File: config.mk
export PLATFORM = sky130hd
export DESIGN_NAME = rominit_router
export DESIGN_NICKNAME = d
export VERILOG_FILES = /design/src/rtl/rominit_router.sv
export SDC_FILE = /design/constraint.sdc
export NUM_CORES = 1
export LEC_CHECK = 0
export CORE_MARGIN = 8
export CORE_UTILIZATION = 57
export DETAILED_ROUTE_END_ITERATION = 8
export DONT_BUFFER_PORTS = 1
export PLACE_DENSITY = 0.83
export SLEW_MARGIN = 10
export SYNTH_ARGS = -nofsm -noshare
export SYNTH_HDL_FRONTEND = slang
export SYNTH_SLANG_ARGS = --single-unit
File: constraint.sdc
create_clock -name CLK_SYS -period 2.6 [get_ports CLK_SYS]
set_input_delay 0.26 -clock CLK_SYS [delete_from_list [all_inputs] [get_ports CLK_SYS]]
set_output_delay 0.26 -clock CLK_SYS [all_outputs]
set_load 0.005 [all_outputs]
File: src/rtl/rominit_router.sv
// ROM download router: decodes ioctl bytes to NUM_TGT windows, buffers them and hands them out on valid/ready (optional ROMINIT_ROUTER_CHECKSUM_EN adds ROMINIT_SUM).
// Latency 1 clk strobe->VALID through the empty-FIFO bypass; IOCTL_WAIT rises one entry early so an in-flight strobe still fits.

module rominit_router_fifo #(
  parameter int W     = 8,
  parameter int DEPTH = 4
) (
  input  logic         clk,
  input  logic         rst,
  input  logic         push,
  input  logic [W-1:0] push_dat,
  input  logic         pop,
  output logic [W-1:0] head_dat,
  output logic         empty
);
  localparam int PW = $clog2(DEPTH);

  logic [W-1:0]  mem [DEPTH];
  logic [PW-1:0] wr_ptr;
  logic [PW-1:0] rd_ptr;
  logic [PW:0]   cnt;

  assign head_dat = mem[rd_ptr];
  assign empty    = (cnt == '0);

  always_ff @(posedge clk) begin
    if (rst) begin
      wr_ptr <= '0;
      rd_ptr <= '0;
      cnt    <= '0;
    end else begin
      if (push) wr_ptr <= wr_ptr + PW'(1);
      if (pop)  rd_ptr <= rd_ptr + PW'(1);
      case ({push, pop})
        2'b10:   cnt <= cnt + (PW+1)'(1);
        2'b01:   cnt <= cnt - (PW+1)'(1);
        default: ;
      endcase
    end
  end

  always_ff @(posedge clk) begin
    if (push) mem[wr_ptr] <= push_dat;
  end
endmodule

module rominit_router #(
  parameter int                    NUM_TGT    = 2,
  parameter int                    AW         = 13,
  parameter int                    FIFO_DEPTH = 4,
  parameter logic [7:0]            IMG_INDEX  = 8'd0,
  parameter logic [25*NUM_TGT-1:0] TGT_BASE   = {25'h1000, 25'h0},
  parameter logic [(AW+1)*NUM_TGT-1:0] TGT_SIZE = {14'h2000, 14'h1000}
) (
  input  logic               CLK_SYS,
  input  logic               RESET,
  input  logic               IOCTL_DOWNLOAD,
  input  logic [7:0]         IOCTL_INDEX,
  input  logic               IOCTL_WR,
  input  logic [24:0]        IOCTL_ADDR,
  input  logic [7:0]         IOCTL_DOUT,
  output logic               IOCTL_WAIT,
  output logic [NUM_TGT-1:0] ROMINIT_SEL,
  output logic [AW-1:0]      ROMINIT_ADDR,
  output logic [7:0]         ROMINIT_DATA,
  output logic               ROMINIT_VALID,
  input  logic               ROMINIT_READY,
  output logic [NUM_TGT-1:0] ROMINIT_DONE,
  output logic               ROMINIT_BUSY,
`ifdef ROMINIT_ROUTER_CHECKSUM_EN
  output logic [15:0]        ROMINIT_SUM,
`endif
  output logic               ROMINIT_ERR
);
  localparam int TW = (NUM_TGT > 1) ? $clog2(NUM_TGT) : 1;
  localparam int CW = $clog2(FIFO_DEPTH + 1);

  typedef struct packed {
    logic [TW-1:0] tgt;
    logic [AW-1:0] addr;
    logic [7:0]    dat;
  } entry_t;

  typedef enum logic [1:0] {IDLE, LOAD, DRAIN} state_t;

  state_t        state_q, state_next;
  logic [CW-1:0] occ_q, occ_next;
  logic [AW:0]   cnt_q [NUM_TGT];

  logic          hit;
  logic [TW-1:0] hit_tgt;
  logic [AW-1:0] hit_off;
  entry_t        new_ent, fifo_head;
  logic          fifo_empty, fifo_push, fifo_pop;
  logic          wr_req, xfer, accept, out_ld, bypass, start;

  // Scan high-to-low so the lowest matching window wins on overlap.
  always_comb begin
    hit     = 1'b0;
    hit_tgt = '0;
    hit_off = '0;
    for (int t = NUM_TGT - 1; t >= 0; t--) begin
      if ({1'b0, IOCTL_ADDR} >= {1'b0, TGT_BASE[25*t +: 25]} &&
          {1'b0, IOCTL_ADDR} < ({1'b0, TGT_BASE[25*t +: 25]} + 26'(TGT_SIZE[(AW+1)*t +: AW+1]))) begin
        hit     = 1'b1;
        hit_tgt = TW'(t);
        hit_off = AW'(IOCTL_ADDR - TGT_BASE[25*t +: 25]);
      end
    end
  end

  assign new_ent = '{tgt: hit_tgt, addr: hit_off, dat: IOCTL_DOUT};

  // The output register counts as one occupancy slot; a slot freed by a
  // same-cycle transfer may be reused immediately.
  assign wr_req    = (state_q == LOAD) && IOCTL_WR;
  assign xfer      = ROMINIT_VALID && ROMINIT_READY;
  assign accept    = wr_req && hit && ((occ_q != CW'(FIFO_DEPTH)) || xfer);
  assign out_ld    = !ROMINIT_VALID || xfer;
  assign fifo_pop  = out_ld && !fifo_empty;
  assign bypass    = out_ld && fifo_empty && accept;
  assign fifo_push = accept && !bypass;
  assign occ_next  = occ_q + CW'(accept) - CW'(xfer);

  always_comb begin
    state_next = state_q;
    case (state_q)
      IDLE:    if (IOCTL_DOWNLOAD && (IOCTL_INDEX == IMG_INDEX)) state_next = LOAD;
      LOAD:    if (!IOCTL_DOWNLOAD) state_next = DRAIN;
      DRAIN:   if (occ_q == '0) state_next = IDLE;
      default: state_next = IDLE;
    endcase
  end

  assign start        = (state_q == IDLE) && (state_next == LOAD);
  assign ROMINIT_BUSY = (state_q != IDLE);

  rominit_router_fifo #(.W($bits(entry_t)), .DEPTH(FIFO_DEPTH)) u_fifo (
    .clk      (CLK_SYS),
    .rst      (RESET),
    .push     (fifo_push),
    .push_dat (new_ent),
    .pop      (fifo_pop),
    .head_dat (fifo_head),
    .empty    (fifo_empty)
  );

  always_ff @(posedge CLK_SYS) begin
    if (RESET) begin
      state_q       <= IDLE;
      occ_q         <= '0;
      IOCTL_WAIT    <= 1'b0;
      ROMINIT_VALID <= 1'b0;
      ROMINIT_SEL   <= '0;
      ROMINIT_ADDR  <= '0;
      ROMINIT_DATA  <= '0;
      ROMINIT_DONE  <= '0;
      ROMINIT_ERR   <= 1'b0;
      for (int t = 0; t < NUM_TGT; t++) cnt_q[t] <= '0;
    end else begin
      state_q    <= state_next;
      occ_q      <= occ_next;
      IOCTL_WAIT <= (occ_next >= CW'(FIFO_DEPTH - 1)) || (state_next == DRAIN);

      if (out_ld) begin
        if (!fifo_empty) begin
          ROMINIT_VALID <= 1'b1;
          ROMINIT_SEL   <= NUM_TGT'(1) << fifo_head.tgt;
          ROMINIT_ADDR  <= fifo_head.addr;
          ROMINIT_DATA  <= fifo_head.dat;
        end else if (accept) begin
          ROMINIT_VALID <= 1'b1;
          ROMINIT_SEL   <= NUM_TGT'(1) << new_ent.tgt;
          ROMINIT_ADDR  <= new_ent.addr;
          ROMINIT_DATA  <= new_ent.dat;
        end else begin
          ROMINIT_VALID <= 1'b0;
          ROMINIT_SEL   <= '0;
        end
      end

      if (start) begin
        ROMINIT_DONE <= '0;
        ROMINIT_ERR  <= 1'b0;
        for (int t = 0; t < NUM_TGT; t++) cnt_q[t] <= '0;
      end else begin
        if (wr_req && !accept) ROMINIT_ERR <= 1'b1;
        if (xfer) begin
          for (int t = 0; t < NUM_TGT; t++) begin
            if (ROMINIT_SEL[t] && (cnt_q[t] != TGT_SIZE[(AW+1)*t +: AW+1])) begin
              cnt_q[t] <= cnt_q[t] + (AW+1)'(1);
              if ((cnt_q[t] + (AW+1)'(1)) == TGT_SIZE[(AW+1)*t +: AW+1]) ROMINIT_DONE[t] <= 1'b1;
            end
          end
        end
      end
    end
  end

`ifdef ROMINIT_ROUTER_CHECKSUM_EN
  always_ff @(posedge CLK_SYS) begin
    if (RESET || start) ROMINIT_SUM <= '0;
    else if (xfer)      ROMINIT_SUM <= ROMINIT_SUM + {8'h00, ROMINIT_DATA};
  end
`endif
endmodule

==> metrics.md, run 1 <==
| Metric | Value |
|---|---|
| Status | finished clean |
| Post-synth top area share | 47.1% |
| Final ANT Viol Nets | 0 |
| Final TNS setup | 0 ns |
| Library cells used by synthesis | 67 |
| Count leader, synth | edfxtp_1 |
| Final period util | 94.0% |
| DR vias/cell | 6.14 |
| Synth Area per Inst | 13.1 sq um |
| Clk_lat worst skew | 0.43 ns |
| Clock buffer count from CTS | 17 |
| Register area share after synthesis | 58.4% |
| Die footprint | 0.0169 sq mm |
| Drt wl/cell | 21.2 microns |
| Power Density | 886 mW/mm^2 |
| Remaining Overflow, GRT | 0 |
| Post-route design area | 0.00829 sq mm |
| Iteration-0 DRC Markers | 533 |
| Arr. time, crit path | 2.82 ns |
| Max VDD drop | 0.000747 V |
| Synth cell count leaders | edfxtp_1 (116), nand2_1 (62), nor2_1 (51) |
| P_leak | 2.69 nW |
| Via Count | 4713 |
| Synthesized flop and latch total | 158 |
| First-pass GRT wire length | 25.9 mm |
| Largest net degree at the start of global routing | 39 |
| Detailed Route WL | 16.2 mm |
| Synth top area cells | edfxtp_1 (47%), dfxtp_1 (11%), mux4_2 (5.2%), a311oi_2 (3.9%), nand2_1 (3.1%) |
| Post-synth ARST share | 0% |
| Setup violators final | 0 |
| CTS H-Tree Depth | 4 |
| Startpoint Class | register |
| Final Skew | 0.0118 ns |
| Antenna violations before repair | 0 |
| Cell taking the most area after synthesis | edfxtp_1 |
| Core Footprint | 0.0127 sq mm |
| Die width | 130 microns |
| CTS tree | done |
| Crit. End Element | register |
| Die Span Y | 130 microns |
| Clock sink count | 158 |
| Tot GR Track Use | 20.3% |
| Clk root buf | clkbuf_16 |
| Nets | 643 |
| # Max-Cap Violations | 0 |
| Area Overhead vs Synth | 12.1% |
| CP Max Fanout | 16 |
| Minimum hold slack | 0.0216 ns |
| Worst Path Required | 2.98 ns |
| Worst min-delay path class | input port to register |
| Final Max Slew Viols | 0 |
| Vias in the first global route | 4920 |
| Placed wire-length estimate | 10.5 mm |
| Post-synth EDFFs | 116 |
| RSZ-0062 raised after global routing | false |
| Post-synth net total | 624 |
| Crit Path Class | register to register |
| Placed cell areas | 0.00755 sq mm |
| Final core utilization | 65.5% |
| Final worst path period need | 2.45 ns |
| Reg area | 0.00433 sq mm |
| PortBufs | 0 |
| Synth Cell Area | 0.00740 sq mm |
| Share of layout cells above drive strength 1 | 18.5% |
| DRC errors left | 0 |
| Slew @ Worst Pin | 0.592 ns |
| Top_reg_cell synth | edfxtp_1 |
| Placement Rows | 41 |
| Clock Path Buffers | 2 |
| Footprint of the multi-input gates | 0.00282 sq mm |
| Ports | 75 |
| Warnings, synthesis | 0 |
| Worst slew margin | 60.4% |
| Final hold viol count | 0 |
| Routability cong. | 0.892 |
| Initial Utilization | 58.4% |
| DR pass1 iterations | 5 |
| Max Clock Freq | 409 MHz |
| Worst-path clk slew | 0.07 ns |
| Synth Instances | 563 |
| Final-layout fill cell count | 915 |
| # diodes | 0 |
-- sequential cells by signal, summed over array words and instances, names as in the netlist, named ones only --
register,count
ROMINIT_ERR,1
u_fifo.wr_ptr,2
ROMINIT_ADDR,13
ROMINIT_DATA,8
u_fifo.mem,88
IOCTL_WAIT,1
u_fifo.cnt,3
state_q,2
ROMINIT_SEL,2
ROMINIT_DONE,2
ROMINIT_VALID,1
u_fifo.rd_ptr,2
occ_q,3
cnt_q,28
-- cells by family after synthesis --
| logic type | count (synthesis) | share of synthesized area [%] |
|---|---|---|
| and+or+nand+nor | 212 | 15.2 |
| DFF | 158 | 58.4 |
| AOI/OAI and AO/OA | 76 | 8.86 |
| buffers and inverters | 46 | 3.77 |
| xor gates and xnor gates | 33 | 3.91 |
| muxes | 23 | 7.08 |
| adders and majority gates | 15 | 2.74 |
-- routing by layer --
metal / global-route usage (%) / up-vias / share of wire [%]
li1: - / 2147 / -
met1: 24.8 / 2341 / 41
met2: 32.9 / 203 / 49
met3: 6.53 / 22 / 8.2
met4: 8.47 / 0 / 1.7
met5: 0 / - / 0
-- metrics by stage --
step                cells  power (mW)  worst slack, ns
detailed placement    723        4.84           0.0787
global route          767        7.67           0.0113
global placement      723        4.74            0.172
floorplan             563        4.48            0.105
CTS                   767        7.37           0.0900
finish                767        7.35            0.155
-- worst paths after layout --
check                                                  start                            to  slack, ns  depth (start not counted)
worst max-delay path                   state_q[1]$_SDFF_PP0_  ROMINIT_DATA[5]$_SDFFE_PP0P_       0.15                          7
worst min-delay path                           IOCTL_DOUT[6]  ROMINIT_DATA[6]$_SDFFE_PP0P_       0.02                          2
worst max register to register         state_q[1]$_SDFF_PP0_  ROMINIT_DATA[5]$_SDFFE_PP0P_       0.15                          7
worst min register to register  ROMINIT_DONE[0]$_SDFFE_PP0P_  ROMINIT_DONE[0]$_SDFFE_PP0P_       0.48                          2
-- timing repair --
item | 4_1_cts | 5_1_grt
gates resized for setup | 0 | 3
setup endpoints to repair | 0 | 2
endpoints found under the hold margin | 71 | 0
hold buffers | 12 | 0
setup buffers | 0 | 0
-- cells in the final DEF (no fill, tap or decap), types with 3 or more instances in the layout --
master         synthesis  routed
nor4_1                 7       7
dlygate4sd3_1          0      11
mux4_2                17      17
a21oi_1               29      29
and2_2                 4       4
dfxtp_1               42      41
o31ai_1                5       5
edfxtp_1             116     116
nor2_1                51      51
nand3_1               13      13
inv_1                 16      16
buf_4                  4      17
inv_6                  0       3
nor2b_1                7       7
mux4_1                 5       5
nand4_1               12      12
nor3_2                 2       3
nor3b_1                3       3
clkbuf_8               6       3
and2_1                14      14
a311oi_2              19      19
or3_1                  4       4
xnor2_1               17      17
and3_1                 6       6
nand2_1               62      62
xor2_1                16      16
nor3_1                 8       7
ha_1                  13      13
a21oi_2                3       3
clkinvlp_4             0       4
clkbuf_16              0      17
-- layout make-up --
| type | instances | area share, % |
|---|---|---|
| Tap cell | 172 | 2.59 |
| Timing Repair Buffer | 30 | 3.35 |
| Clock buffer | 21 | 5.67 |
| Sequential cell | 158 | 52.1 |
| Clock inverter | 11 | 1.57 |
| Inverter | 16 | 0.724 |
| Multi-Input combinational cell | 359 | 33.9 |
-- where the power goes --
part           internal [mW]  switching [mW]  leakage [nW]  total, mW
registers               2.87           0.213          1.37       3.09
logic                  0.734            1.03          1.04       1.76
clock network           1.50            1.00         0.283       2.50
-- worst max-delay path, stage by stage, from the launching register on --
cell           delay, ns
dfxtp_1             0.34
nand3b_1            0.22
a31o_2              0.30
o21ai_4             0.27
buf_4               0.32
a21oi_1             0.12
a311oi_2            0.25
dlygate4sd3_1       0.57
Power figures use the tool's default switching activity.
==> run 2, diff against run 1 <==
--- a/config.mk
+++ b/config.mk
@@ -13,4 +13,5 @@
 export SLEW_MARGIN = 10
 export SYNTH_ARGS = -nofsm -noshare
 export SYNTH_HDL_FRONTEND = slang
+export SYNTH_HIERARCHICAL = 1
 export SYNTH_SLANG_ARGS = --single-unit
==> run 2 against run 1 <==
Compared with the run above: register-to-register slack worse by 0.11 ns; clock-buffer cell count is 2 lower; largest power group unchanged; synthesized area fell by 2.6%.
==> metrics.md, run 2 <==
| Metric | Value |
|---|---|
| Worst hold stages | 2 |
| Synth Instances | 563 |
| Synthesized flop and latch total | 158 |
| RSZ-0062 raised after global routing | true |
| Register area share after synthesis | 60.0% |
| Min-delay src | RESET |
| Logic gate share of total power | 26.7% |
| Arr. time, crit path | 2.90 ns |
| R2R setup slack | 0.04 ns |
| Count leader, synth | edfxtp_1 |
| Clock sink count | 158 |
| Crit Path Class | register to register |
| PortBufs | 0 |
| P_leak | 2.89 nW |
| RR Startpoint | ROMINIT_VALID$_SDFFE_PP0N_ |
| GRT met2 Usage | 35.1% |
| # Max-Cap Violations | 0 |
| CTS tree | done |
| Worst slew margin | 51.9% |
| CP Max Fanout | 3 |
| Clk root buf | clkbuf_16 |
| CTS H-Tree Depth | 4 |
| DR pass1 iterations | 5 |
| Commonest cells after routing, fill and taps aside | edfxtp_1 (116), nor2_1 (54), nand2_1 (51) |
| Library cells used by synthesis | 57 |
| Post-synth top area share | 48.3% |
| Nets | 679 |
| Tot GR Track Use | 21.1% |
| Reg area | 0.00433 sq mm |
| Synth Area per Inst | 12.8 sq um |
| Startpoint Class | register |
| Core Footprint | 0.0125 sq mm |
| Max FFs per register | 88 |
| Sequential power share | 41.1% |
| Post-synth EDFFs | 116 |
| Max VDD drop | 0.000717 V |
| DR vias/cell | 6.05 |
| Reg with most FFs | u_fifo/mem |
| Crit. End Element | register |
| Antenna violations before repair | 0 |
| Remaining Overflow, GRT | 0 |
| Ports | 75 |
| Die footprint | 0.0165 sq mm |
| Worst-path clk slew | 0.07 ns |
| Slew @ Worst Pin | 0.714 ns |
| Final core utilization | 69.0% |
| Largest net degree at the start of global routing | 39 |
| Synth top area cells | edfxtp_1 (48%), dfxtp_1 (12%), mux4_2 (6.2%), nor2_1 (2.8%), nand2_1 (2.7%) |
| Sw Pwr | 2.22 mW |
| Die width | 128 microns |
| Final worst path period need | 2.56 ns |
| Met3 Resource Use GR | 7.74% |
| Biggest registers after layout | u_fifo/mem x88, cnt_q x28, ROMINIT_ADDR x13 |
| Die Span Y | 128 microns |
| Clock buffer count from CTS | 17 |
| Warnings, synthesis | 6 |
| Post-synth net total | 624 |
| Footprint of the multi-input gates | 0.00274 sq mm |
| Sw frac | 29.6% |
| Max Clock Freq | 391 MHz |
| Commonest non-fill, non-tap cell in the layout | edfxtp_1 |
| Via Count | 4861 |
| Worst min-delay path class | input port to register |
| DRC errors left | 0 |
| Placed wire-length estimate | 10.2 mm |
| Status | finished clean |
| GR Layer Usage met1 | 25.0% |
| Clock Path Buffers | 2 |
| Final ANT Viol Nets | 0 |
| Placement Rows | 41 |
| Iteration-0 DRC Markers | 417 |
| Power Density | 870 mW/mm^2 |
| Worst Path Required | 2.95 ns |
| Internal power | 5.27 mW |
| Grt peak-use layer | met2 |
| Vias in the first global route | 5011 |
| Top_reg_cell synth | edfxtp_1 |
| Worst Hold End | occ_q[2]$_SDFF_PP0_ |
| Final-layout fill cell count | 847 |
| Detailed Route WL | 16.7 mm |
| Cell taking the most area after synthesis | edfxtp_1 |
| Setup violators final | 0 |
| Final period util | 98.3% |
| Drt wl/cell | 20.7 microns |
| Power Total | 7.48 mW |
| Area Overhead vs Synth | 19.3% |
| First-pass GRT wire length | 26.6 mm |
| Worst reg2reg path endpoint | u_fifo/cnt[2]$_SDFFE_PP0P_ |
| Clk_lat worst skew | 0.42 ns |
| Post-synth ARST share | 0% |
| Final hold viol count | 0 |
| Final Max Slew Viols | 0 |
| Final Skew | 0.0103 ns |
| Synth Cell Area | 0.00721 sq mm |
| Initial Utilization | 57.8% |
| Routability cong. | 0.915 |
| Synth cell count leaders | edfxtp_1 (116), nor2_1 (54), nand2_1 (51) |
| Share of layout cells above drive strength 1 | 15.7% |
| R2R depth | 12 |
| Clock network power share | 32.2% |
[run 2: cell type report]
cell class | instances | share of cell area [%]
Sequential cell | 158 | 50.3
Clock buffer | 19 | 5.03
Antenna cell | 1 | 0.0291
Timing Repair Buffer | 68 | 7.94
Multi-Input combinational cell | 355 | 31.8
Clock inverter | 13 | 1.59
Tap cell | 172 | 2.50
Inverter | 18 | 0.815
[run 2: repair_timing]
action | in CTS | in global routing
hold buffers | 40 | 1
setup buffers | 3 | 1
gates resized for setup | 8 | 14
pin swaps | 6 | 6
setup endpoints to repair | 2 | 24
endpoints found under the hold margin | 69 | 4
[run 2: logic make-up (layout without fill, tap and decap cells)]
logic type / after synthesis / after routing / synth area share (%)
xor gates and xnor gates: 34 / 34 / 4.13
adders and majority gates: 15 / 15 / 2.81
DFF: 158 / 158 / 60.0
other: 0 / 1 / 0
AOI/OAI and AO/OA: 75 / 75 / 7.13
buffers and inverters: 50 / 118 / 3.52
and+or+nand+nor: 198 / 198 / 13.9
muxes: 33 / 33 / 8.50
[run 2: worst max-delay path by stage]
stage / slack (ns) / depth (start not counted) / end / from
after floorplan: 0.002 / 12 / IOCTL_WAIT$_SDFF_PP0_ / ROMINIT_VALID$_SDFFE_PP0N_
after global placement: 0.04 / 12 / IOCTL_WAIT$_SDFF_PP0_ / IOCTL_ADDR[23]
after detailed placement: -0.05 / 12 / IOCTL_WAIT$_SDFF_PP0_ / IOCTL_ADDR[23]
after CTS: -0.002 / 12 / IOCTL_WAIT$_SDFF_PP0_ / ROMINIT_VALID$_SDFFE_PP0N_
after global routing: -0.06 / 12 / IOCTL_WAIT$_SDFF_PP0_ / ROMINIT_VALID$_SDFFE_PP0N_
final: 0.04 / 12 / u_fifo/cnt[2]$_SDFFE_PP0P_ / ROMINIT_VALID$_SDFFE_PP0N_
[run 2: per-stage QoR]
| stage | hold slack (ns) | instances | worst slack, ns | cell area, sq um | setup TNS, ns |
|---|---|---|---|---|---|
| floorplan | 0.338 | 563 | 0.00249 | 7220 | 0 |
| global placement | 0.341 | 726 | 0.0383 | 7490 | 0 |
| detailed placement | 0.344 | 726 | -0.0477 | 7490 | -0.0619 |
| CTS | -0.0991 | 801 | -0.00164 | 8520 | -0.00164 |
| global route | 0.0309 | 803 | -0.0576 | 8600 | -0.101 |
| finish | 0.0518 | 804 | 0.0429 | 8600 | 0 |
[run 2: critical path, stage by stage (launching register included)]
cell and delay [ns]:
dfxtp_2 0.32, and2_4 0.13, or4b_4 0.51, nand3_4 0.10, buf_6 0.12, a21oi_4 0.04, inv_2 0.08, ha_4 0.16
inv_4 0.04, fa_2 0.37, xor2_2 0.16, or3_1 0.32, a21oi_1 0.14
[run 2: power by group through the flow]
stage	Clock, mW	Sequential [mW]	Combinational, mW
final	2.41	3.08	2.00
after global routing	2.54	3.10	2.15
after CTS	2.43	3.07	1.85
after detailed placement	0	3.12	1.54
after global placement	0	3.11	1.47
after floorplan	0	3.03	1.17
[run 2: routing by layer]
metal / routed length, microns / up-vias
met5: 0 / -
met4: 199 / 0
met3: 1510 / 22
met2: 8120 / 191
met1: 6830 / 2432
li1: - / 2216
==> run 3, diff against run 2 <==
--- a/config.mk
+++ b/config.mk
@@ -6,10 +6,10 @@
 export NUM_CORES = 1
 export LEC_CHECK = 0
 export CORE_MARGIN = 8
-export CORE_UTILIZATION = 57
+export CORE_UTILIZATION = 30
 export DETAILED_ROUTE_END_ITERATION = 8
 export DONT_BUFFER_PORTS = 1
-export PLACE_DENSITY = 0.83
+export PLACE_DENSITY = 0.53
 export SLEW_MARGIN = 10
 export SYNTH_ARGS = -nofsm -noshare
 export SYNTH_HDL_FRONTEND = slang
==> run 3 against run 2 <==
Compared with the run above: clock skew is 0.0052 ns higher; die area grew 77%; non-clock buffer count down 28; largest cell class unchanged; sequential share of layout area is 1.2 points higher; largest power group unchanged; sequential cell count stayed put; wire length grew 0.67%; clock power about the same; via count is 6.6% lower; first-iteration DRC count fell by 38%; global-route usage shrank 9.2 points; cell count is 15% higher.
==> metrics.md, run 3 (synthesis gave the netlist of run 2 again) <==
| Metric | Value |
|---|---|
| Worst reg2reg path endpoint | IOCTL_WAIT$_SDFF_PP0_ |
| Final ANT Viol Nets | 0 |
| Drt wl/cell | 18.2 microns |
| R2R depth | 12 |
| Vias in the first global route | 4698 |
| Worst Hold End | state_q[1]$_SDFF_PP0_ |
| CTS H-Tree Depth | 4 |
| Final-layout fill cell count | 2323 |
| Final Max Slew Viols | 0 |
| Die width | 171 microns |
| Max VDD drop | 0.000412 V |
| Via Count | 4538 |
| P_leak | 2.71 nW |
| Die footprint | 0.0293 sq mm |
| Area Overhead vs Synth | 16.4% |
| Final TNS setup | 0 ns |
| Final period util | 98.7% |
| Dpl cells | 879 |
| Slew @ Worst Pin | 0.698 ns |
| Setup violators final | 0 |
| R2R setup slack | 0.03 ns |
| RR Startpoint | ROMINIT_VALID$_SDFFE_PP0N_ |
| Ports | 75 |
| Final worst path period need | 2.57 ns |
| Arr. time, crit path | 2.87 ns |
| Tot GR Track Use | 11.9% |
| First-pass GRT wire length | 26.6 mm |
| Antenna violations before repair | 4 |
| Routability cong. | 0.802 |
| DR pass1 iterations | 4 |
| DR vias/cell | 4.92 |
| Worst Path Required | 2.91 ns |
| Clock buffer count from CTS | 17 |
| Worst slew margin | 53.0% |
| # Max-Cap Violations | 0 |
| Final Skew | 0.0155 ns |
| Detailed Route WL | 16.8 mm |
| Clock sink count | 158 |
| Max FFs per register | 88 |
| Worst-path clk slew | 0.06 ns |
| Worst min-delay path class | input port to register |
| Remaining Overflow, GRT | 0 |
| CTS tree | done |
| Nets | 651 |
| RSZ-0062 raised after global routing | true |
| Power Density | 850 mW/mm^2 |
| Biggest registers after layout | u_fifo/mem x88, cnt_q x28, ROMINIT_ADDR x13 |
| CP Max Fanout | 2 |
| Min-delay src | IOCTL_DOWNLOAD |
| Largest net degree at the start of global routing | 38 |
| Commonest cells after routing, fill and taps aside | edfxtp_1 (116), nor2_1 (54), nand2_1 (51) |
| Status | finished clean |
| Startpoint Class | register |
| Iteration-0 DRC Markers | 257 |
| Worst hold stages | 3 |
| DRC errors left | 0 |
| Max Clock Freq | 390 MHz |
| Core Footprint | 0.0235 sq mm |
| Die Span Y | 171 microns |
| PortBufs | 0 |
| Reg with most FFs | u_fifo/mem |
| Placement Rows | 56 |
| Crit. End Element | register |
| Fin cells | 922 |
| Crit Path Class | register to register |
| Clock Path Buffers | 2 |
| Initial Utilization | 30.6% |
| Share of layout cells above drive strength 1 | 16.3% |
| Clk root buf | clkbuf_16 |
| # diodes | 0 |
| Final core utilization | 35.7% |
| Commonest non-fill, non-tap cell in the layout | edfxtp_1 |
| Clk_lat worst skew | 0.43 ns |
| Placed wire-length estimate | 11.4 mm |
| Final hold viol count | 0 |
## run 3: cell types whose count changed in the layout (fill, tap and decap cells not counted), sizes merged
cell,previous run,this run
diode,1,0
clkinv,5,2
buf,27,31
clkbuf,19,18
dlygate4sd3,41,9
clkinvlp,2,0
inv,22,30
bufinv,2,0
## run 3: worst max-delay path by stage
stage / start / endpoint / slack, ns / depth (start not counted)
after floorplan: ROMINIT_VALID$_SDFFE_PP0N_ / IOCTL_WAIT$_SDFF_PP0_ / 0.002 / 12
after global placement: IOCTL_ADDR[23] / IOCTL_WAIT$_SDFF_PP0_ / -0.02 / 12
after detailed placement: IOCTL_ADDR[23] / IOCTL_WAIT$_SDFF_PP0_ / -0.12 / 12
after global routing: ROMINIT_VALID$_SDFFE_PP0N_ / IOCTL_WAIT$_SDFF_PP0_ / -0.11 / 12
final: ROMINIT_VALID$_SDFFE_PP0N_ / IOCTL_WAIT$_SDFF_PP0_ / 0.03 / 12
after CTS: ROMINIT_VALID$_SDFFE_PP0N_ / IOCTL_WAIT$_SDFF_PP0_ / 0.0009 / 12
## run 3: area by class of cell
class	instances	area [sq um]	area share (%)
Tap cell	319	399	4.75
Multi-Input combinational cell	355	2670	31.8
Inverter	18	67.6	0.805
Timing Repair Buffer	40	360	4.29
Clock inverter	14	139	1.65
Clock buffer	18	439	5.23
Sequential cell	158	4320	51.5
## run 3: layer usage
layer	global-route usage [%]	share of wire, %	wire length, microns	up-vias
met5	0	0.17	29	-
met4	3.74	1.7	293	6
met3	3.76	4.9	816	25
met2	20.6	50	8430	98
met1	13.9	43	7200	2254
li1	-	-	-	2155
## run 3: worst max-delay path, stage by stage, from the launching register on
cell     delay [ns]
dfxtp_1        0.31
and2_4         0.14
or4b_4         0.49
nand3_2        0.10
ha_1           0.22
inv_1          0.05
ha_1           0.13
inv_1          0.05
fa_2           0.35
xor2_2         0.15
xnor2_1        0.16
nor2_1         0.09
a211o_1        0.24
## run 3: through the flow
stage	hold WS (ns)	setup WS, ns	instance area (sq um)	power, mW
after detailed placement	0.345	-0.124	7680	4.72
after floorplan	0.338	0.00249	7220	4.21
after CTS	0.0615	0.000948	8380	7.20
after global routing	0.0724	-0.111	8400	7.49
after global placement	0.342	-0.0216	7680	4.65
final	0.0775	0.0339	8400	7.14
## run 3: report_power, final
group | internal, mW | switching (mW) | total (mW)
combinational | 0.718 | 0.906 | 1.62
sequential | 2.87 | 0.203 | 3.07
clock | 1.31 | 1.13 | 2.44
## run 3: timing repair
item	CTS	global route
endpoints found under the setup margin	2	2
resized for setup	4	2
buffers inserted	0	1
pin swaps	2	2
gates cloned	0	0
endpoints found under the hold margin	70	0
hold buffers	10	0
